$ cat src/rtl/acc_uart_streamer.sv
// Pulls bytes from the capture storage block and serialises them as 8N1 UART
// frames, gated by host clear-to-send at each byte start.
module acc_uart_streamer #(
  parameter int CLKS_PER_BIT = 434
) (
  input  logic        ReadClock,
  input  logic        Reset,
  input  logic [7:0]  DataIn,
  input  logic        DataReady,
  input  logic        Cts,
  output logic        ReadEnable,
  output logic        TxD,
  output logic        Busy,
  output logic [15:0] BytesSent
);

  localparam int BAUD_W = (CLKS_PER_BIT > 1) ? $clog2(CLKS_PER_BIT) : 1;
  localparam logic [BAUD_W-1:0] BAUD_LAST = BAUD_W'(CLKS_PER_BIT - 1);

  localparam logic [1:0] IDLE      = 2'd0;
  localparam logic [1:0] START_BIT = 2'd1;
  localparam logic [1:0] DATA_BITS = 2'd2;
  localparam logic [1:0] STOP_BIT  = 2'd3;

  logic [1:0]        state;
  logic [BAUD_W-1:0] baud_cnt;
  logic [2:0]        bit_idx;
  logic [7:0]        shift;
  logic [15:0]       bytes_sent;
  logic              read_pulse;
  logic              baud_done;

  assign baud_done = (baud_cnt == BAUD_LAST);

  // NOTE: every register in this block is written with <= so all of them
  // update together from pre-edge values; a blocking = here would let later
  // statements see half-updated state and break the cycle timing.
  always_ff @(posedge ReadClock) begin
    if (Reset) begin
      state      <= IDLE;
      baud_cnt   <= '0;
      bit_idx    <= '0;
      shift      <= '0;
      bytes_sent <= '0;
      read_pulse <= 1'b0;
    end else begin
      read_pulse <= 1'b0;
      case (state)
        IDLE: begin
          baud_cnt <= '0;
          // Byte is captured on the same edge the pulse is raised, so the
          // storage block may advance freely afterwards.
          if (DataReady && Cts) begin
            shift      <= DataIn;
            read_pulse <= 1'b1;
            state      <= START_BIT;
          end
        end
        START_BIT: begin
          if (baud_done) begin
            baud_cnt <= '0;
            bit_idx  <= '0;
            state    <= DATA_BITS;
          end else begin
            baud_cnt <= baud_cnt + 1'b1;
          end
        end
        DATA_BITS: begin
          if (baud_done) begin
            baud_cnt <= '0;
            shift    <= {1'b0, shift[7:1]};
            bit_idx  <= bit_idx + 1'b1;
            if (bit_idx == 3'd7) state <= STOP_BIT;
          end else begin
            baud_cnt <= baud_cnt + 1'b1;
          end
        end
        STOP_BIT: begin
          if (baud_done) begin
            baud_cnt   <= '0;
            bytes_sent <= bytes_sent + 16'd1;
            state      <= IDLE;
          end else begin
            baud_cnt <= baud_cnt + 1'b1;
          end
        end
        default: state <= IDLE;
      endcase
    end
  end

  // NOTE: TxD gets a default before the case so no path leaves it unassigned,
  // which would otherwise infer a latch.
  always_comb begin
    TxD = 1'b1;
    case (state)
      START_BIT: TxD = 1'b0;
      DATA_BITS: TxD = shift[0];
      default:   TxD = 1'b1;
    endcase
  end

  assign Busy       = (state != IDLE);
  assign ReadEnable = read_pulse;
  assign BytesSent  = bytes_sent;

endmodule

$ cat config.mk
export PLATFORM = sky130hd
export DESIGN_NAME = acc_uart_streamer
export DESIGN_NICKNAME = d
export VERILOG_FILES = /design/src/rtl/acc_uart_streamer.sv
export SDC_FILE = /design/constraint.sdc
export NUM_CORES = 1
export LEC_CHECK = 0
export CORE_ASPECT_RATIO = 0.9
export CORE_MARGIN = 8
export CORE_UTILIZATION = 40
export DETAILED_ROUTE_END_ITERATION = 10
export PLACE_DENSITY = 0.65
export SETUP_SLACK_MARGIN = 0.1
export SKIP_CTS_REPAIR_TIMING = 1
export SYNTH_ARGS = -nofsm -noshare
export SYNTH_HDL_FRONTEND = slang
export SYNTH_SLANG_ARGS = --single-unit
$ cat constraint.sdc
create_clock -name ReadClock -period 1.8 [get_ports ReadClock]
set_clock_uncertainty 0.05 [all_clocks]
set_input_delay 0.54 -clock ReadClock [delete_from_list [all_inputs] [get_ports ReadClock]]
set_output_delay 0.54 -clock ReadClock [all_outputs]
set_load 0.02 [all_outputs]
==> flow_summary.ini, run 1 <==
[power_and_ir_drop]
p_per_area_nw_per_um2 = 1030
netSwitchingFraction_pct = 32.9
power_frac_clock_pct = 20.1
p_int_uw = 1980
p_leak_uw = 0.00134
p_sw_uw = 972
power_uw = 2950
power_frac_comb_pct = 44.6
vdd_drop_max_mv = 0.904
power_frac_seq_pct = 35.3

[critical_path]
critPathMaxFanout = 4
worst-setup-path-type = reg2out
crit_family = flip-flops
worstSetupEndpointType = output port
cp.arrival_ns = 1.23
cp-startpoint = state[0]$_SDFFE_PP0P_
required_ns = 1.21
path_buf_inv = 3
cp_common_cell = inv_2
cp-start-kind = flop
worstPathCellList = inv_2 > ha_2 > inv_2 > nor2_1 > a21oi_2 > buf_6
rr_startpoint = baud_cnt[6]$_SDFF_PP0_
crit_slowest_cell = dfxtp_2
slowest_delay_ns = 0.33

[layout]
finalNetCount = 296
final_layout_size_suffix_gt1_share_pct = 35.4
nFillCells = 429
mostFrequentLayoutCells = dfxtp_1 (30), buf_4 (26), a21oi_1 (17), dlymetal6s2s_1 (17), nor2_1 (14)
seq_area_um2 = 792
final_util_pct = 60.9
final_common_cell = dfxtp_1
fin_cells = 339
antenna_cells = 0
syn_to_final_growth_pct = 50.1
multi_input_area_um2 = 1220

[floorplanning]
die_w_um = 88.9
dieArea_um2 = 7250
die_h_um = 81.6
rows = 24
core_area_um2 = 4710
initial_utilization_pct = 40.6
io_pins = 31

[global_route]
grt_usage_pct = 11.8
antenna_found_initial = 0
grt_max_degree = 32
overflow = 0
grt_pass1_vias = 1549
grt_pass1_wl_um = 6780

[routing]
drtIter0Drc = 102
num_vias = 1772
wl_per_cell_um = 13.9
drcViolationCount = 0
drt_wl_total_um = 4700
via_per_inst = 5.23
dr.pass1.iters = 4
ant_nets = 0

[clock_network]
clkLatencyLatePin_ns = 0.28
cts_buffers = 5
clockBufferDepth = 2
cts_tree = done
cts_sinks = 39
clockRootBuffer = clkbuf_8
clk_pin_slew_ns = 0.07
h-tree-depth = 2

[timing]
fin_crit_ns = 1.82
fin_crit_sh_pct = 101
tightest_slew_ns = 0.399
maxSlewHeadroom_pct = 73.4
max_freq_mhz = 550
final-hold-violation-count = 0
setup_ws_ns = -0.0187
slew_violations = 0
rsz0062_at_grt = yes
setup_viol = 2
hold_ws_ns = 0.436

[synthesis]
synth-main-ff-cell = dfxtp_1
synth_top_area_share_pct = 40.8
synth_cell_types = 36
synth_seq_cells = 39
async_flop_share_pct = 0
yosys.area.top_type = dfxtp_1
syn_nets = 232
ys_warn_count = 0
synth_cells = 210
yosys-top-cells-area = dfxtp_1 (41%), a21oi_1 (7.1%), ha_1 (6.5%)
syn_area_um2 = 1910
seq_area_frac_synth_pct = 40.8
synth_edf_count = 0
syn_avg_cell_area_um2 = 9.10

[placement]
dp.cells = 320
dp_hpwl_um = 2980
gp_congestion = 0.810
io_buffers = 30
dpl_worst_slack_ns = -0.262

[outcome]
violations = negative setup slack
outcome = finished with violations

[min_path]
worstHoldStart = bit_idx[2]$_SDFFE_PP0P_
hold_path_class = reg2reg

[job]
cap_violations = 0
power groups by stage:
| stage | logic [µW] | clock network, µW | registers (µW) |
|---|---|---|---|
| 6_report | 1320 | 592 | 1040 |
| 4_1_cts | 934 | 617 | 1030 |
| 3_3_place_gp | 917 | 0 | 1050 |
| 2_1_floorplan | 584 | 0 | 1050 |
| 3_5_place_dp | 931 | 0 | 1050 |
| 5_1_grt | 1420 | 644 | 1050 |
state kept, by name (all words and copies together), names as in the netlist:
| name | count |
|---|---|
| BytesSent | 16 |
| baud_cnt | 9 |
| shift | 8 |
| bit_idx | 3 |
| state | 2 |
| ReadEnable | 1 |
cell usage after synthesis, types with 2 or more instances:
library cell and count:
nor2_1 15, or3_1 9, nand3_1 11, nor3_1 3, o31ai_1 6, nand4_1 4, buf_2 2, nand2b_1 2
xnor2_1 5, nand2_1 10, ha_1 10, a21oi_1 27, clkbuf_1 3, a311oi_1 7, inv_1 7, buf_6 3
mux2i_1 8, or4_1 6, and2_1 3, dfxtp_1 39, xor2_1 4, and4_1 2, o21ai_0 11
cells by family after synthesis:
group                      Yosys count  synth area share (%)
muxes                                8                  4.19
buffers and inverters               17                  4.91
DFF                                 39                  40.8
adders and majority gates           10                  6.54
and+or+nand+nor                     72                  22.1
xor gates and xnor gates             9                  4.12
AOI/OAI and AO/OA                   55                  17.3
worst min-delay path: cells and delay by family, from the launching register on:
family / cells / cell delay (ns)
flops: 1 / 0.32
compound gates: 2 / 0.13
worst paths after layout:
kind                                     end  slack (ns)  cells past startpoint
setup / recovery                         TxD       -0.02                      6
hold / removal       bit_idx[2]$_SDFFE_PP0P_        0.44                      2
setup reg to reg  BytesSent[15]$_SDFFE_PP0P_           0                      6
hold reg to reg      bit_idx[2]$_SDFFE_PP0P_        0.44                      2
cell type report:
type,count,share of cell area [%]
tap,65,2.83
multi-input combinational,154,42.5
sequential,39,27.6
timing repair buffer,67,23.1
inverter,7,0.915
clock inverter,1,0.174
clock buffer,6,2.88
metal layers:
layer  GRT usage, %  vias up  share of wire, %
met3           3.20        5               3.5
met4           5.73        0               1.1
met2           18.6       33                47
met5              0        -                 0
met1           14.5      833                48
li1               -      901                 -
per-stage QoR:
step | instance area (µm²) | TNS (ns)
after global placement | 2420 | -1.13
final | 2870 | -0.0234
after CTS | 2510 | -2.44
after detailed placement | 2420 | -1.17
after global routing | 2870 | -0.310
after floorplan | 1920 | 0
No activity file was read; power rests on OpenSTA's default activity.
==> run 2, diff against run 1 <==
RECOVER_POWER = 100   (was default)
TNS_END_PERCENT = 50   (was default)
==> flow_summary.ini, run 2 (synthesis gave the netlist of run 1 again) <==
[global_route]
overflow = 0
grt_max_degree = 32
grt_pass1_wl_um = 6550
antenna_found_initial = 0
grt_pass1_vias = 1496
grt_usage_pct = 11.3

[critical_path]
cp-start-kind = flop
rr_startpoint = baud_cnt[1]$_SDFF_PP0_
slowest_delay_ns = 0.34
required_ns = 1.21
critPathMaxFanout = 4
worstPathCellList = inv_2 > ha_2 > inv_2 > nor2_1 > a21oi_2 > buf_6
crit_slowest_cell = dfxtp_2
reg2reg_depth = 7
worstSetupEndpointType = output port
crit_family = flip-flops
r2r_end = BytesSent[10]$_SDFFE_PP0P_
path_buf_inv = 3
cp_common_cell = inv_2
cp.arrival_ns = 1.24
r2r_setup_slack_ns = 0.02
worst-setup-path-type = reg2out

[floorplanning]
rows = 24
core_area_um2 = 4710
die_h_um = 81.6
dieArea_um2 = 7250
io_pins = 31
initial_utilization_pct = 40.6
die_w_um = 88.9

[timing]
setup_viol = 2
slew_violations = 0
max_freq_mhz = 547
final-hold-violation-count = 0
fin_crit_sh_pct = 102
maxSlewHeadroom_pct = 51.7
fin_crit_ns = 1.83
setup_ws_ns = -0.0273
tightest_slew_ns = 0.725
rsz0062_at_grt = yes

[layout]
mostFrequentLayoutCells = dfxtp_1 (31), buf_4 (23), a21oi_1 (20)
final_util_pct = 54.2
final_layout_size_suffix_gt1_share_pct = 27.3
fin_area_um2 = 2560
syn_to_final_growth_pct = 33.8
largest_register_ffs = 16
finalNetCount = 288
final_common_cell = dfxtp_1
antenna_cells = 0

[placement]
io_buffers = 30
gp_congestion = 0.839
dp_hpwl_um = 2970
dpl_cell_area_um2 = 2420

[clock_network]
clk_pin_slew_ns = 0.07
cts_tree = done
clockBufferDepth = 2
cts_sinks = 39
clkLatencyLatePin_ns = 0.29
h-tree-depth = 2
clockRootBuffer = clkbuf_8
cts_buffers = 5

[power_and_ir_drop]
vdd_drop_max_mv = 0.927
power_frac_clock_pct = 24.0
power_frac_comb_pct = 36.9
netSwitchingFraction_pct = 32.2
p_sw_uw = 862
p_leak_uw = 0.000920
power_frac_seq_pct = 39.1
p_per_area_nw_per_um2 = 1050
p_int_uw = 1820

[routing]
drt_wl_total_um = 4370
num_vias = 1741
drtIter0Drc = 52
drcViolationCount = 0
dr.pass1.iters = 4
via_per_inst = 5.24
ant_nets = 0
wl_per_cell_um = 13.2

[min_path]
holdPathEnd = bit_idx[1]$_SDFFE_PP0P_
min_path_cells = 2
hold_path_class = reg2reg
worstHoldStart = bit_idx[1]$_SDFFE_PP0P_

[job]
cap_violations = 0

[outcome]
outcome = finished with violations
violations = negative setup slack
-- run 2: worst max-delay path by stage --
stage | slack, ns | to | from | cells past startpoint
floorplan | 0.06 | BytesSent[14]$_SDFFE_PP0P_ | BytesSent[4]$_SDFFE_PP0P_ | 5
global placement | -0.24 | TxD | state[0]$_SDFFE_PP0P_ | 6
detailed placement | -0.24 | TxD | state[0]$_SDFFE_PP0P_ | 6
CTS | -0.57 | TxD | state[0]$_SDFFE_PP0P_ | 6
global route | -0.10 | TxD | state[0]$_SDFFE_PP0P_ | 6
finish | -0.03 | TxD | state[0]$_SDFFE_PP0P_ | 6
-- run 2: worst min-delay path, cell delays in order, from the launching register on --
cell	delay, ns
dfxtp_1	0.32
o21ai_0	0.07
a21oi_1	0.06
-- run 2: routing by layer --
layer / global-route usage, % / wire [µm] / vias up
met5: 0 / 0 / -
met4: 4.89 / 35 / 0
met3: 3.50 / 220 / 4
met2: 16.7 / 2010 / 35
met1: 14.9 / 2100 / 810
li1: - / - / 892
-- run 2: final cells by class --
class	count	area (µm²)
fill	460	2160
multi-input combinational	154	1140
sequential	39	791
timing repair buffer	59	418
clock buffer	8	100
tap	65	81.3
inverter	7	26.3
-- run 2: through the flow --
stage	power, µW	TNS, ns	setup slack, ns	instances	hold slack, ns
floorplan	1620	0	0.0585	210	0.380
global placement	1970	-1.13	-0.238	320	0.417
detailed placement	1980	-1.19	-0.243	320	0.421
CTS	2640	-2.59	-0.569	328	0.433
global route	2860	-1.03	-0.104	332	0.465
finish	2680	-0.0507	-0.0273	332	0.430
-- run 2: power by group through the flow --
stage          combinational, µW  sequential (µW)  clock (µW)
2_1_floorplan                579             1050           0
6_report                     989             1050         643
3_5_place_dp                 931             1050           0
3_3_place_gp                 919             1050           0
5_1_grt                     1090             1060         710
4_1_cts                      932             1030         672
==> run 3, diff against run 2 <==
CORE_MARGIN = default   (was 8)
TNS_END_PERCENT = 5   (was 50)
==> flow_summary.ini, run 3 (synthesis gave the netlist of run 1 again) <==
[outcome]
outcome = finished with violations
violations = negative setup slack

[timing]
fin_crit_sh_pct = 104
tightest_slew_ns = 0.700
setup_viol = 3
max_freq_mhz = 533
rsz0062_at_grt = yes
fin_crit_ns = 1.88
maxSlewHeadroom_pct = 53.3
setup_ws_ns = -0.0751
slew_violations = 0
final-hold-violation-count = 0

[placement]
gp_congestion = 0.773
io_buffers = 30
dp_hpwl_um = 2740
dpl_cell_area_um2 = 2440
dpl_worst_slack_ns = -0.280
dp.cells = 320

[routing]
num_vias = 1717
wl_per_cell_um = 12.5
drtIter0Drc = 68
drt_wl_total_um = 4100
dr.pass1.iters = 4
drcViolationCount = 0
via_per_inst = 5.22
ant_nets = 0

[clock_network]
h-tree-depth = 2
clkLatencyLatePin_ns = 0.30
clockBufferDepth = 2
cts_buffers = 5
cts_tree = done
clk_pin_slew_ns = 0.08
cts_sinks = 39
clockRootBuffer = clkbuf_8

[critical_path]
worst-setup-path-type = reg2out
path_buf_inv = 3
cp_common_cell = inv_2
cp-start-kind = flop
required_ns = 1.21
cp.arrival_ns = 1.29
worstSetupEndpointType = output port
crit_slowest_cell = dfxtp_2
slowest_delay_ns = 0.34
critPathMaxFanout = 4
crit_family = flip-flops
worstPathCellList = inv_2 > ha_1 > inv_2 > nor2_1 > a21oi_2 > buf_4

[global_route]
grt_usage_pct = 17.8
grt_pass1_wl_um = 6800
antenna_found_initial = 0
grt_pass1_vias = 1562
grt_max_degree = 32
overflow = 0

[layout]
fin_cells = 329
final_util_pct = 55.7
largest_register_ffs = 16
finalNetCount = 288
mostFrequentLayoutCells = dfxtp_1 (34), buf_4 (24), a21oi_1 (23)
antenna_cells = 0
nFillCells = 426
final_common_cell = dfxtp_1
fin_area_um2 = 2520
syn_to_final_growth_pct = 31.7
final_layout_size_suffix_gt1_share_pct = 23.2

[power_and_ir_drop]
p_sw_uw = 888
netSwitchingFraction_pct = 31.1
power_frac_comb_pct = 36.8
p_leak_uw = 0.000919
power_uw = 2860
vdd_drop_max_mv = 0.939
p_per_area_nw_per_um2 = 1130
p_int_uw = 1970
power_frac_seq_pct = 36.4
power_frac_clock_pct = 26.8

[floorplanning]
die_h_um = 67.6
die_w_um = 74.9
rows = 23
dieArea_um2 = 5060
io_pins = 31
core_area_um2 = 4520
initial_utilization_pct = 42.3

[min_path]
hold_path_class = reg2reg

[job]
cap_violations = 0
[run 3: cell count changes in the layout (fill, tap and decap cells not counted), moves of 2 or more]
cell	change
a21oi_1	+3
a21oi_2	-3
dfxtp_1	+3
dfxtp_2	-3
ha_1	+2
ha_2	-2
or3_1	+2
or3_4	-2
or4_1	+2
or4_4	-2
[run 3: layer usage]
layer	GRT usage, %	wire (µm)
met5	0	0
met4	4.95	45
met3	6.12	179
met2	28.7	1890
met1	22.4	1990
[run 3: area by class of cell]
type	count	area (µm²)	share of cell area [%]
flip-flops and latches	39	787	31.3
clock buffers	6	82.6	3.28
repair buffers	59	414	16.5
well taps	62	77.6	3.08
multi-input cells	154	1090	43.5
inverters	7	26.3	1.04
clock inverters	2	35.0	1.39
[run 3: worst paths after layout]
kind	start	to	slack, ns	depth (start not counted)
worst max-delay path	state[0]$_SDFFE_PP0P_	TxD	-0.08	6
worst min-delay path	bit_idx[1]$_SDFFE_PP0P_	bit_idx[1]$_SDFFE_PP0P_	0.44	2
worst max register to register	baud_cnt[1]$_SDFF_PP0_	BytesSent[14]$_SDFFE_PP0P_	-0.01	6
worst min register to register	bit_idx[1]$_SDFFE_PP0P_	bit_idx[1]$_SDFFE_PP0P_	0.44	2
[run 3: power by group through the flow]
stage / Combinational (µW) / Clock, µW / Sequential [µW]
6_report: 1050 / 764 / 1040
5_1_grt: 1160 / 827 / 1050
4_1_cts: 980 / 782 / 1030
3_5_place_dp: 975 / 0 / 1050
3_3_place_gp: 966 / 0 / 1050
2_1_floorplan: 579 / 0 / 1050
[run 3: worst register-to-register path, cell delays in order, from the launching register on]
cell	delay (ns)
dfxtp_1	0.32
inv_1	0.10
ha_4	0.14
and4b_1	0.26
nand4_2	0.19
or4_1	0.56
a21oi_2	0.13
[run 3: through the flow]
step           hold slack (ns)  setup TNS (ns)
6_report                 0.442          -0.119
3_5_place_dp             0.422           -1.37
4_1_cts                  0.435           -2.70
2_1_floorplan            0.380               0
3_3_place_gp             0.416           -1.14
5_1_grt                  0.472           -1.18
